### src/rtl/input_buffer_rc.sv
// rtl/input_buffer_rc.sv - router input FIFO that stores an XY route code alongside each flit
module input_buffer_rc #(
    parameter int DEPTH = 4,
    parameter int X_ID  = 0,
    parameter int Y_ID  = 0
) (
    input  logic        clk,
    input  logic        rst,
    input  logic [15:0] data_i,
    input  logic        valid_i,
    output logic        ready_o,
    output logic [15:0] q_o,
    output logic        valid_o,
    output logic [2:0]  route_o,
    input  logic        pop_req_i,
    output logic [4:0]  count_o,
    output logic        ovf_err_o,
    output logic        unf_err_o
);
    localparam int AW = $clog2(DEPTH);

    localparam logic [2:0] ROUTE_N = 3'd0;
    localparam logic [2:0] ROUTE_S = 3'd1;
    localparam logic [2:0] ROUTE_E = 3'd2;
    localparam logic [2:0] ROUTE_W = 3'd3;
    localparam logic [2:0] ROUTE_L = 3'd4;

    logic [18:0]   r_mem [DEPTH];
    logic [AW-1:0] r_wr_ptr;
    logic [AW-1:0] r_rd_ptr;
    logic [4:0]    r_count;
    logic          r_ovf_err;
    logic          r_unf_err;

    logic          w_full;
    logic          w_empty;
    logic          w_push;
    logic          w_pop;
    logic [1:0]    w_dest_x;
    logic [1:0]    w_dest_y;
    logic [2:0]    w_route;

    assign w_full   = (r_count == 5'(DEPTH));
    assign w_empty  = (r_count == 5'd0);
    assign w_push   = valid_i && !w_full;
    assign w_pop    = pop_req_i && !w_empty;
    assign w_dest_x = data_i[15:14];
    assign w_dest_y = data_i[13:12];

    // Dimension-ordered routing: resolve X first, then Y, then deliver locally.
    always_comb begin
        w_route = ROUTE_L;
        if (w_dest_x > 2'(X_ID))
            w_route = ROUTE_E;
        else if (w_dest_x < 2'(X_ID))
            w_route = ROUTE_W;
        else if (w_dest_y > 2'(Y_ID))
            w_route = ROUTE_N;
        else if (w_dest_y < 2'(Y_ID))
            w_route = ROUTE_S;
    end

    always_ff @(posedge clk or posedge rst) begin
        if (rst) begin
            for (int i = 0; i < DEPTH; i++)
                r_mem[i] <= '0;
            r_wr_ptr  <= '0;
            r_rd_ptr  <= '0;
            r_count   <= '0;
            r_ovf_err <= 1'b0;
            r_unf_err <= 1'b0;
        end else begin
            if (w_push) begin
                r_mem[r_wr_ptr] <= {w_route, data_i};
                r_wr_ptr        <= r_wr_ptr + AW'(1);
            end
            if (w_pop)
                r_rd_ptr <= r_rd_ptr + AW'(1);
            if (w_push && !w_pop)
                r_count <= r_count + 5'd1;
            else if (w_pop && !w_push)
                r_count <= r_count - 5'd1;
            // A push while full is dropped even if a pop frees a slot this same cycle.
            if (valid_i && w_full)
                r_ovf_err <= 1'b1;
            if (pop_req_i && w_empty)
                r_unf_err <= 1'b1;
        end
    end

    assign q_o       = r_mem[r_rd_ptr][15:0];
    assign route_o   = r_mem[r_rd_ptr][18:16];
    assign valid_o   = !w_empty;
    assign ready_o   = !w_full;
    assign count_o   = r_count;
    assign ovf_err_o = r_ovf_err;
    assign unf_err_o = r_unf_err;
endmodule

### config.mk
export PLATFORM = sky130hd
export DESIGN_NAME = input_buffer_rc
export DESIGN_NICKNAME = d
export VERILOG_FILES = /design/src/rtl/input_buffer_rc.sv
export SDC_FILE = /design/constraint.sdc
export NUM_CORES = 1
export LEC_CHECK = 0
export BUFFER_PORTS_ARGS = -buffer_cell sky130_fd_sc_hd__buf_2
export CAP_MARGIN = 20
export CORE_MARGIN = 4
export CORE_UTILIZATION = 62
export DETAILED_ROUTE_END_ITERATION = 10
export GPL_ROUTABILITY_DRIVEN = 0
export PLACE_DENSITY = 0.84
export RECOVER_POWER = 25
export SLEW_MARGIN = 20
export SYNTH_ARGS = -nofsm -noshare
export SYNTH_HDL_FRONTEND = slang
export SYNTH_SLANG_ARGS = --single-unit
### constraint.sdc
create_clock -name clk -period 7.7 [get_ports clk]
set_clock_uncertainty 0.05 [all_clocks]
set_input_delay 0.77 -clock clk [delete_from_list [all_inputs] [get_ports clk]]
set_output_delay 0.77 -clock clk [all_outputs]
set_load 0.02 [all_outputs]
==> results_dict.tcl <==
set metrics [dict create \
    placementRows 28 \
    critPathKind "input pin to async pin" \
    dieArea_um2 7546 \
    clockRootBuffer "clkbuf_8" \
    ir_worst_vdd_mv 0.2423 \
    grt_pass1_vias 2385 \
    ys_async_sr_fraction 1.000 \
    setup_violations 0 \
    crit_path_top_delay_cell "clkbuf_1" \
    critPathMaxStageDelay_ns 2.95 \
    vias 2230 \
    tns_ns 0 \
    multi_input_area_um2 1685 \
    power_density_nw_per_um2 471.1 \
    critical-path-top-delay-family "buffers and inverters" \
    p_comb_frac 0.452 \
    p_switching_w 0.0007396 \
    drt-met1-wl_um 3188 \
    ys_warn_count 0 \
    cts_tree "built" \
    leakage_nw 1.854 \
    cts_hold_buf 0 \
    worst_pin_slew_ns 4.231 \
    period_minus_slack_ns 4.508 \
    hold_path.class "register to register" \
    vias_per_cell 5.899 \
    maxCapViolCount 1 \
    antenna_left 0 \
    dp_slack_ns 4.477 \
    syn_area_um2 3856 \
    cp_cell_sequence "buf_2, clkinvlp_2, clkbuf_1" \
    regArea_um2 2077 \
    slew_violations 84 \
    max_freq_ghz 0.2218 \
    critPathBufInv 3 \
    ios 48 \
    met3_wirelength_um 255 \
    highest_layer "met4" \
    synth_edf_count 0 \
    dr.pass1.iters 4 \
    wl_met2_um 3412 \
    insertion_delay_ns 0.35 \
    placed_cells 362 \
    h-tree-depth 3 \
    arrival_ns 3.92 \
    grt_pass1_wl_um 11810 \
    post-route-period-util 0.5854 \
    switching_share 0.3618 \
    synthFlopType "dfrtp_1" \
    timing.final.hold_violations 0 \
    instances_no_fill 378 \
    post-synth-top-area-cell "dfrtp_1" \
    initial_core_util 0.6437 \
    dieWidth_um 86.87 \
    synthTopCellsByArea "dfrtp_1, mux2_2, mux4_2" \
    violations "max-capacitance violations, max-slew violations" \
    nets 327 \
    clockBufferDepth 2 \
    wl_per_cell_um 18.56 \
    critPathLaunchType "input pin" \
    postRouteWirelength_um 7016 \
    final_common_cell "dfrtp_1" \
    critPathRequiredTime_ns 7.12 \
    ys_types 35 \
    end_kind "async pin" \
    yosysSeqAreaShare 0.5386 \
    synth_cells 247 \
    grt_overflow 0 \
    grt_start_max_net_pins 84 \
    postSynthRegisterBits 83 \
    cp_max_fo 83 \
    rsz0062_at_grt "no" \
    cts_resized 0 \
    fill_cells 393 \
    final_cell_mix "dfrtp_1, mux2_2, buf_2, mux4_2, clkbuf_8" \
    syn_avg_cell_area_um2 15.61 \
    cts_sinks 83 \
    die_h_um 86.87 \
    antenna_found_initial 0 \
    synth_top_cell_area_share 0.5386 \
    dp_hpwl_um 4610 \
    clkSlewWorstSetupHoldPaths_ns 0.08 \
    antennaDiodeCount 0 \
    p_clk_frac 0.151 \
    syn_nets 276 \
    io_buffers 46 \
    final_util 0.7243 \
    worst_slack_ns 3.192 \
    area_delta_synth_final_pct 12.52 \
    p_int_w 0.001305 \
    post_cts_buffers 0 \
    globalRouteTotalUtil 0.2078 \
    seq_power_share 0.397 \
    coreArea_um2 5991 \
    slew_headroom -1.821 \
    outcome "complete, but fails checks" \
    drive_gt1_frac 0.5446 \
    drc 0 \
    drtIter0Drc 83 \
    numCtsBuffers 9 \
]
[cell type report]
cell class,count,share of cell area
Timing Repair Buffer,51,0.06084
Clock buffer,12,0.03345
Sequential cell,83,0.4787
Clock inverter,4,0.01153
Tap cell,75,0.02163
Inverter,6,0.005479
Multi-Input combinational cell,147,0.3884
[cell families (layout without fill, tap and decap cells)]
group           count (synthesis)  after routing  synth area share
mux                            93             93            0.3238
fa+ha+maj                       9              9           0.03115
buf+inv                        17             73           0.02628
other cells                     1              1         0.0009725
flops                          83             83            0.5386
xor+xnor                        5              5           0.01136
simple gates                   22             22           0.03569
compound gates                 17             17           0.03212
[cells in the mapped netlist (2+ instances only)]
master,count
nand3b_1,2
or4_1,2
o211ai_1,2
a21oi_1,3
dfrtp_1,83
a21oi_2,4
xnor2_1,5
buf_6,3
mux2_2,74
nand3_1,2
nand2_1,6
nor2_1,2
o21ai_0,2
or3_1,3
a21o_1,2
inv_1,6
ha_1,8
clkbuf_1,4
mux4_2,18
[worst paths after layout]
path,startpoint,end,slack [ns],cells after the start
min in group asynchronous,rst,r_mem[65],2.04,3
setup reg to reg,count_o[0],count_o[4],4.47,8
setup / recovery,rst,r_mem[62],3.19,3
max in group clk,count_o[0],count_o[4],4.47,8
hold / removal,ovf_err_o,ovf_err_o,0.43,1
hold reg to reg,ovf_err_o,ovf_err_o,0.43,1
[power by group through the flow]
stage / combinational, W / sequential, W / clock (W)
floorplan: 0.000738 / 0.000771 / 0
global route: 0.00101 / 0.000840 / 0.000337
global placement: 0.000908 / 0.000802 / 0
finish: 0.000925 / 0.000812 / 0.000308
CTS: 0.000938 / 0.000811 / 0.000315
detailed placement: 0.000936 / 0.000819 / 0
[registers in the layout, summed over array words and instances (netlist names)]
name	count
ovf_err_o	1
unf_err_o	1
r_wr_ptr	2
r_rd_ptr	2
count_o	5
r_mem	72
[metal layers]
| layer | track usage | vias to the layer above |
|---|---|---|
| met3 | 0.03406 | 13 |
| met2 | 0.3195 | 47 |
| met5 | 0 | - |
| met1 | 0.2874 | 1159 |
| met4 | 0.1076 | 0 |
| li1 | - | 1011 |
[per-stage QoR]
stage | hold WS, ns | total power, W | area (um^2)
2_1_floorplan | 0.4251 | 0.001509 | 3856
3_3_place_gp | 0.3885 | 0.001710 | 4140
3_5_place_dp | 0.4043 | 0.001755 | 4140
4_1_cts | 0.4246 | 0.002064 | 4335
5_1_grt | 0.4414 | 0.002183 | 4339
6_report | 0.4266 | 0.002044 | 4339
No activity file was read; power rests on OpenSTA's default activity.
